$ cat src/rtl/upcounter_seq_ctrl_pkg.sv
// Shared widths and FSM state encoding for the up-counter sequencer.
package upcounter_seq_ctrl_pkg;

  localparam int CNT_W_DEF = 3;
  localparam int REP_W_DEF = 4;

  typedef enum logic [1:0] {
    IDLE = 2'd0,
    LOAD = 2'd1,
    RUN  = 2'd2,
    DONE = 2'd3
  } state_t;

endpackage

$ cat src/rtl/upcounter_seq_ctrl.sv
// Sequencer that loads the counter once per pass, watches q_out for the terminal
// value and repeats the window rep+1 times before pulsing done.
module upcounter_seq_ctrl
  import upcounter_seq_ctrl_pkg::*;
#(
  parameter int CNT_W = CNT_W_DEF,
  parameter int REP_W = REP_W_DEF
) (
  input  logic             clk,
  input  logic             reset,
  input  logic             start,
  input  logic [CNT_W-1:0] start_val,
  input  logic [CNT_W-1:0] end_val,
  input  logic [REP_W-1:0] repeat_cnt,
  input  logic             abort,
  input  logic [CNT_W-1:0] q_out,
  output logic             load_en,
  output logic [CNT_W-1:0] data_in,
  output logic             busy,
  output logic             tc_hit,
  output logic [REP_W-1:0] pass_idx,
  output logic             done,
  output logic             aborted
);

  state_t           state_reg, state_next;
  logic [CNT_W-1:0] start_val_reg;
  logic [CNT_W-1:0] end_val_reg;
  logic [REP_W-1:0] rep_reg;
  logic [REP_W-1:0] pass_idx_reg;
  logic             aborted_reg;
  logic             tc_match;
  logic             last_pass;
  logic             in_window;

  assign tc_match  = (state_reg == RUN) && (q_out == end_val_reg);
  assign last_pass = (pass_idx_reg == rep_reg);
  assign in_window = (state_reg == LOAD) || (state_reg == RUN);

  always_ff @(posedge clk) begin
    if (reset) begin
      state_reg     <= IDLE;
      start_val_reg <= '0;
      end_val_reg   <= '0;
      rep_reg       <= '0;
      pass_idx_reg  <= '0;
      aborted_reg   <= 1'b0;
    end else begin
      state_reg   <= state_next;
      aborted_reg <= in_window && abort;
      if (state_reg == IDLE && start) begin
        start_val_reg <= start_val;
        end_val_reg   <= end_val;
        rep_reg       <= repeat_cnt;
        pass_idx_reg  <= '0;
      end
      // abort wins over the pass advance even when the terminal value is hit
      if (tc_match && !abort && !last_pass) begin
        pass_idx_reg <= pass_idx_reg + 1'b1;
      end
    end
  end

  always_comb begin
    state_next = state_reg;
    case (state_reg)
      IDLE: if (start) state_next = LOAD;
      LOAD: state_next = abort ? IDLE : RUN;
      RUN: begin
        if (abort)         state_next = IDLE;
        else if (tc_match) state_next = last_pass ? DONE : LOAD;
      end
      DONE: state_next = IDLE;
      default: state_next = IDLE;
    endcase
  end

  always_comb begin
    load_en  = (state_reg == LOAD);
    data_in  = (state_reg == LOAD) ? start_val_reg : '0;
    busy     = in_window;
    tc_hit   = tc_match;
    done     = (state_reg == DONE);
    aborted  = aborted_reg;
    pass_idx = pass_idx_reg;
  end

endmodule
$ cat config.mk
export PLATFORM = sky130hd
export DESIGN_NAME = upcounter_seq_ctrl
export DESIGN_NICKNAME = d
export VERILOG_FILES = /design/src/rtl/upcounter_seq_ctrl_pkg.sv /design/src/rtl/upcounter_seq_ctrl.sv
export SDC_FILE = /design/constraint.sdc
export NUM_CORES = 1
export LEC_CHECK = 0
export BUFFER_PORTS_ARGS = -buffer_cell sky130_fd_sc_hd__buf_2
export CORE_MARGIN = 1.5
export CORE_UTILIZATION = 35
export DETAILED_ROUTE_END_ITERATION = 7
export PLACE_DENSITY = 0.58
export SLEW_MARGIN = 20
export SYNTH_ARGS = -nofsm -noshare
export SYNTH_HDL_FRONTEND = slang
export SYNTH_SLANG_ARGS = --single-unit
export TNS_END_PERCENT = 20
$ cat constraint.sdc
create_clock -name clk -period 1.3 [get_ports clk]
set_input_delay 0.13 -clock clk [delete_from_list [all_inputs] [get_ports clk]]
set_output_delay 0.13 -clock clk [all_outputs]
set_load 0.01 [all_outputs]
* Word-level counts from Yosys, hierarchy flattened
Index checks and enable logic that the tools add are counted.
** Word-level totals
- Bits in registers :: 17
- Input port bits :: 17
- Output and inout port bits :: 12
- Logic and storage cells :: 34
** Cells by class
- Add/sub/neg operators :: 1
- Equal/unequal tests :: 7
- Multiplexer cells :: 9
- Reductions and logical operators :: 11
** Operators with widths (count)
- 2-bit 2-to-1 mux :: 5
- 4-bit 2-to-1 mux :: 2
- 2-bit one-hot mux with 4 select lines :: 1
- 1-bit logical AND :: 5
- 4-bit by 1-bit adder with 4-bit output, second input constant :: 1
- 2-bit equality test, second input constant :: 2
- 4-bit equality test :: 1
- 3-bit equality test :: 1
- 3-bit 2-to-1 mux :: 1
- 3-bit inequality test, second input constant :: 1
- 2-bit by 1-bit equality test with 1-bit output, second input constant :: 1
- 1-bit zero test :: 2
- 2-bit zero test :: 1
- 2-bit inequality test, second input constant :: 1
- 2-bit AND reduction :: 1
- 2-bit nonzero test :: 1
- 1-bit logical OR :: 1

* Depth between registers and ports, before layout
Gate-level depths: netlist of the first run.
- Depth after elaboration :: 5
- Depth in mapped cells :: 6
- Depth with buffers taken out :: 6

* Worst setup path before layout of the first run
No wires, ideal clock.
- Kind :: register to register
- From :: reg state_reg[0]
- To :: reg pass_idx_reg[0] (netlist: pass_idx[0])
- Library setup time :: 0.070 ns
- Arrival time :: 1.309 ns
- Data required time :: 1.230 ns
- Slack :: -0.079 ns
- Stages on the path, launching flop included :: 7
- Clock period less this slack :: 1.379 ns
- Cells stage by stage :: dfxtp_1 -> inv_1 -> ha_1 -> and2b_2 -> o41ai_4 -> or3_1 -> a21oi_1
** Between the ends
- Cells in the longest elaborated chain, start to end :: 5
- Elaborated cells between the ends (all ways) :: 8
** RTL lines
- from (decl) :: line upcounter_seq_ctrl.sv:26 : state_t state_reg, state_next;
- from (signal assigned) :: line upcounter_seq_ctrl.sv:49 : state_reg <= state_next;
- 2-bit equality test :: line upcounter_seq_ctrl.sv:36 : assign tc_match = (state_reg == RUN) && (q_out == end_val_reg);
- 1-bit logical AND :: line upcounter_seq_ctrl.sv:36
- 1-bit logical AND (2 in a row) :: line upcounter_seq_ctrl.sv:58 : if (tc_match && !abort && !last_pass) begin
- 4-bit 2-to-1 mux / 2-bit nonzero test (equally long branches)
- to (signal assigned) :: line upcounter_seq_ctrl.sv:59 : pass_idx_reg <= pass_idx_reg + 1'b1;
- to (decl) :: line upcounter_seq_ctrl.sv:30 : logic [REP_W-1:0] pass_idx_reg;
Parallel ways exist; a longest one is shown, timed or not.
A chain may end at the register's enable or synchronous reset.

* Worst setup path in the final report of the first run
- From :: reg state_reg[1]
- To :: reg pass_idx_reg[0] (netlist: pass_idx[0])
The elaborated chain is that of the path after synthesis.

==> results.cfg, run 1 <==
[final_layout]
stdcell_count = 188
antenna-diode-count = 0
final_common_cell = buf_2
syn2layout_area_growth_pct = 54.26
nNetsFinal = 182
final_layout_size_suffix_gt1_share_pct = 55.70
final_cell_mix = buf_2 (24), nand2_1 (21), buf_4 (19)

[worst_setup_path]
cp_max_fo = 5
required_ns = 1.53
timing.rr.start = state_reg[1]
regToRegSetupSlack_ns = -0.18
worstSetupStartpointType = register
reg2reg_depth = 6
r2r_end = pass_idx[0]
crit_type = register to register
cp.arrival_ns = 1.71
startpoint = state_reg[1]
crit_path_end_kind = register

[clocking]
cts_tree = done
worstSkewPairLatency_ns = 0.29
hold_buffers = 0
clock-sinks = 17
root_buffer = clkbuf_4
numCtsBuffers = 3
clockBufferDepth = 2
h-tree-depth = 1
cts.clk_slew.worst_paths_ns = 0.10

[place]
dp_hpwl_um = 1695
dp.cells = 176
portBuffers = 28
gp_congestion = 0.8001

[timing]
setup_slack_ns = -0.1824
slew_violations = 0
min_period_over_period_pct = 114.0
slew_headroom_pct = 71.68
fin_setup_tns_ns = -1.321
setup_viol = 11
fmax_ghz = 0.6746
tightest_slew_ns = 0.4233
fin_hold_ws_ns = 0.05710
fin_skew_ns = 0.006760
min_period_ns = 1.482
hold_violations = 0
rsz0062_at_grt = true

[global_routing]
track_usage_pct = 17.49
grt_pass1_wl_um = 3643
grt-ovfl-total = 0
grt_pass1_vias = 846
grt_max_degree = 12
antenna_found_initial = 0

[synth]
syn_nets = 130
synth.cell_area_um2 = 940.9
syn_area_per_cell_um2 = 8.793
synth_edf_count = 0
ys_async_sr_fraction_pct = 0
synth_top_area_share_pct = 36.17
ys_ff_latch = 17
synthCells = 107
synth_top_cell_by_area = dfxtp_1
synthFlopType = dfxtp_1
yosysWarnings = 0
synth_cell_types = 26
ys_seq_area_share_pct = 36.17
synth.area.top_cells = dfxtp_1 (36%), nand2_1 (8.8%), a21oi_1 (8.5%)

[floorplanning]
die_x_um = 54.85
rows = 18
start_util_pct = 37.64
fp.coreArea_mm2 = 0.002500
num_io_pins = 29
die_h_um = 54.85
fp.dieArea_mm2 = 0.003009

[detailed_routing]
drc = 0
drt-initial-drc-count = 20
routed_via_density = 5.080
drt-wirelength-per-cell_um = 12.74
ant_nets = 0
vias = 955
drt-total-wl_um = 2396
first_pass_iters = 4

[status]
status = complete, but fails checks
failed_checks = negative setup slack

[hold_path]
hold_depth = 3
hp-class = input pin to register
hp-start = end_val[2]
whs_endpoint = end_val_reg[2]

[power]
total_power_mw = 1.191
p_leak_nw = 0.6624
ir_worst_vdd_v = 0.0005304
power_density_mw_per_mm2 = 820.5

[run]
maxCapViolations = 0
worst max-delay path by stage:
stage	endpoint	slack, ns	cells past startpoint
floorplan	pass_idx[0]	-0.01	6
detailed placement	pass_idx[0]	-0.13	4
CTS	pass_idx[0]	-0.1	6
global placement	pass_idx[0]	-0.07	4
finish	pass_idx[0]	-0.18	6
global route	pass_idx[0]	-0.23	6
power breakdown:
group          internal (mW)  total (mW)  switching (mW)
combinational          0.170       0.335           0.164
sequential             0.552       0.573          0.0218
clock                  0.119       0.283           0.164
Yosys cell counts, drive strengths merged, types with 2 or more instances:
cell type,count
buf,2
nor2b,2
inv,3
and2b,2
clkbuf,2
ha,6
o211ai,6
nand2,22
nand3,3
nor2,3
and2,5
nor4,2
xnor2,3
xor2,4
a21oi,16
dfxtp,17
critical path: stages (launching register included):
cell,delay [ns]
dfxtp_2,0.35
buf_6,0.10
ha_4,0.12
and2b_2,0.19
o41ai_4,0.12
or3_4,0.42
a21oi_2,0.12
repair_timing:
action / 4_1_cts / 5_1_grt
pin swaps: 9 / 4
resized for setup: 20 / 14
hold endpoints to repair: 0 / 0
endpoints found under the setup margin: 21 / 17
buffers inserted: 6 / 2
per-stage QoR:
stage | cell area, um2 | worst slack, ns | util, %
detailed placement | 1231 | -0.1272 | 49.25
floorplan | 958.4 | -0.01331 | -
CTS | 1368 | -0.09951 | 54.70
finish | 1451 | -0.1824 | 58.06
global placement | 1231 | -0.07248 | 49.25
global route | 1451 | -0.2348 | 58.06
logic make-up after synthesis:
logic type | count (synthesis) | synth area share (%)
and+or+nand+nor | 42 | 21.14
buffers and inverters | 7 | 4.388
DFF | 17 | 36.17
adders and majority gates | 6 | 7.979
xor gates and xnor gates | 7 | 9.708
AOI/OAI and AO/OA | 28 | 20.61
final cells by class:
| type | instances | area (um2) |
|---|---|---|
| Fill cell | 219 | 1049 |
| Multi-Input combinational cell | 83 | 658.1 |
| Timing Repair Buffer | 51 | 361.6 |
| Sequential cell | 17 | 351.6 |
| Tap cell | 30 | 37.54 |
| Clock buffer | 4 | 26.28 |
| Inverter | 3 | 16.27 |
layer usage:
| layer | global-route usage [%] | vias up | share of wire [%] |
|---|---|---|---|
| li1 | - | 474 | - |
| met1 | 21.61 | 442 | 43 |
| met2 | 29.56 | 35 | 50 |
| met3 | 2.459 | 4 | 5.8 |
| met4 | 8.333 | 0 | 1.1 |
| met5 | 0 | - | 0 |
No activity file was read; power rests on OpenSTA's default activity.
==> run 2, diff against run 1 <==
--- a/config.mk
+++ b/config.mk
@@ -8,9 +8,9 @@
 export BUFFER_PORTS_ARGS = -buffer_cell sky130_fd_sc_hd__buf_2
 export CORE_MARGIN = 1.5
 export CORE_UTILIZATION = 35
+export CTS_BUF_LIST = sky130_fd_sc_hd__clkbuf_4 sky130_fd_sc_hd__clkbuf_8 sky130_fd_sc_hd__clkbuf_16
 export DETAILED_ROUTE_END_ITERATION = 7
 export PLACE_DENSITY = 0.58
-export SLEW_MARGIN = 20
 export SYNTH_ARGS = -nofsm -noshare
 export SYNTH_HDL_FRONTEND = slang
 export SYNTH_SLANG_ARGS = --single-unit
==> results.cfg, run 2 (synthesized netlist as in run 1, its figures left out) <==
[worst_setup_path]
cp_num_buf_inv = 1
cp_max_fo = 5
cp.arrival_ns = 1.71
regToRegSetupSlack_ns = -0.19
crit_family = simple AND/OR/NAND/NOR gates
required_ns = 1.53
worstSetupStartpointType = register
critPathMaxStageDelay_ns = 0.41
worstPathCellList = buf_6 -> ha_4 -> and2b_2 -> o41ai_4 -> or3_4 -> a21oi_2
crit_path_end_kind = register
timing.rr.start = state_reg[1]
crit_type = register to register
crit_path_top_delay_cell = or3_4
reg2reg_depth = 6
r2r_end = pass_idx[0]

[final_layout]
nNetsFinal = 182
final_cell_mix = buf_2 (25), nand2_1 (21), buf_4 (19)
final_common_cell = buf_2
syn2layout_area_growth_pct = 54.92
final_layout_size_suffix_gt1_share_pct = 58.23
fillCellCount = 217
antenna-diode-count = 0

[hold_path]
hold_depth = 3
hp-class = input pin to register
hp-start = end_val[2]
whs_endpoint = end_val_reg[2]

[floorplanning]
num_io_pins = 29
fp.dieArea_mm2 = 0.003009
start_util_pct = 37.64
die_h_um = 54.85
fp.coreArea_mm2 = 0.002500
rows = 18
die_x_um = 54.85

[timing]
slew_violations = 0
min_period_over_period_pct = 114.4
fin_skew_ns = 0.01063
slew_headroom_pct = 72.44
hold_violations = 0
fmax_ghz = 0.6724
setup_slack_ns = -0.1872
setup_viol = 12
min_period_ns = 1.487
tightest_slew_ns = 0.4119
fin_setup_tns_ns = -1.342
rsz0062_at_grt = true

[power]
ir_worst_vdd_v = 0.0005289
total_power_mw = 1.221
power_density_mw_per_mm2 = 837.5
p_leak_nw = 0.6709

[clocking]
cts_tree = done
h-tree-depth = 1
clockBufferDepth = 2
numCtsBuffers = 3
root_buffer = clkbuf_4
cts.clk_slew.worst_paths_ns = 0.11
worstSkewPairLatency_ns = 0.29
clock-sinks = 17

[status]
status = complete, but fails checks
failed_checks = negative setup slack

[global_routing]
grt-ovfl-total = 0
grt_pass1_vias = 845
grt_pass1_wl_um = 3615
antenna_found_initial = 0
grt_max_degree = 12
track_usage_pct = 17.21

[place]
portBuffers = 28
dp_hpwl_um = 1695
gp_congestion = 0.8001

[detailed_routing]
drt-total-wl_um = 2439
ant_nets = 0
routed_via_density = 4.936
drt-initial-drc-count = 12
vias = 928
drt-wirelength-per-cell_um = 12.97
drc = 0
first_pass_iters = 4

[run]
maxCapViolations = 0
==> run 2: metrics by stage <==
stage	setup WS [ns]	std cells	hold WS, ns	util (%)	area, um2
3_3_place_gp	-0.07248	176	0.3711	49.25	1231
5_1_grt	-0.2326	188	0.07115	58.31	1458
6_report	-0.1872	188	0.05549	58.31	1458
4_1_cts	-0.1014	186	0.04597	54.85	1371
2_1_floorplan	-0.01331	107	0.2438	-	958.4
3_5_place_dp	-0.1272	176	0.3755	49.25	1231
==> run 2: what timing repair did <==
action                                  in CTS  in global routing
setup buffers                                6                  2
endpoints found under the setup margin      21                 16
hold buffers                                 0                  0
pin swaps                                    9                  5
resized for setup                           20                 16
==> run 2: worst max path at each step <==
stage | start | end | cells past startpoint
6_report | state_reg[1] | pass_idx[0] | 6
5_1_grt | state_reg[0] | pass_idx[0] | 6
4_1_cts | state_reg[1] | pass_idx[0] | 6
3_5_place_dp | end_val_reg[0] | pass_idx[0] | 4
3_3_place_gp | end_val_reg[2] | pass_idx[0] | 4
2_1_floorplan | state_reg[0] | pass_idx[0] | 6
==> run 2: worst min-delay path, delay by kind of cell <==
family          cells  cell delay (ns)
simple gates        1             0.04
buf+inv             1             0.09
compound gates      1             0.05
==> run 2: metal layers <==
layer,vias up,track usage [%],part of all wire (%)
met2,24,30.16,51
met5,-,0,0
li1,469,-,-
met4,0,7.083,0.62
met1,433,20.77,44
met3,2,2.459,3.9
==> run 2: where the power goes <==
| part | switching, mW | total, mW | internal (mW) |
|---|---|---|---|
| Sequential | 0.0216 | 0.573 | 0.552 |
| Combinational | 0.167 | 0.342 | 0.175 |
| Clock | 0.165 | 0.305 | 0.140 |
==> run 2: layout make-up <==
| class | count | area (um2) | area share, % |
|---|---|---|---|
| well taps | 30 | 37.54 | 2.575 |
| repair buffers | 51 | 355.3 | 24.38 |
| inverters | 3 | 16.27 | 1.116 |
| flip-flops and latches | 17 | 351.6 | 24.12 |
| clock buffers | 4 | 30.03 | 2.060 |
| multi-input cells | 83 | 666.9 | 45.75 |
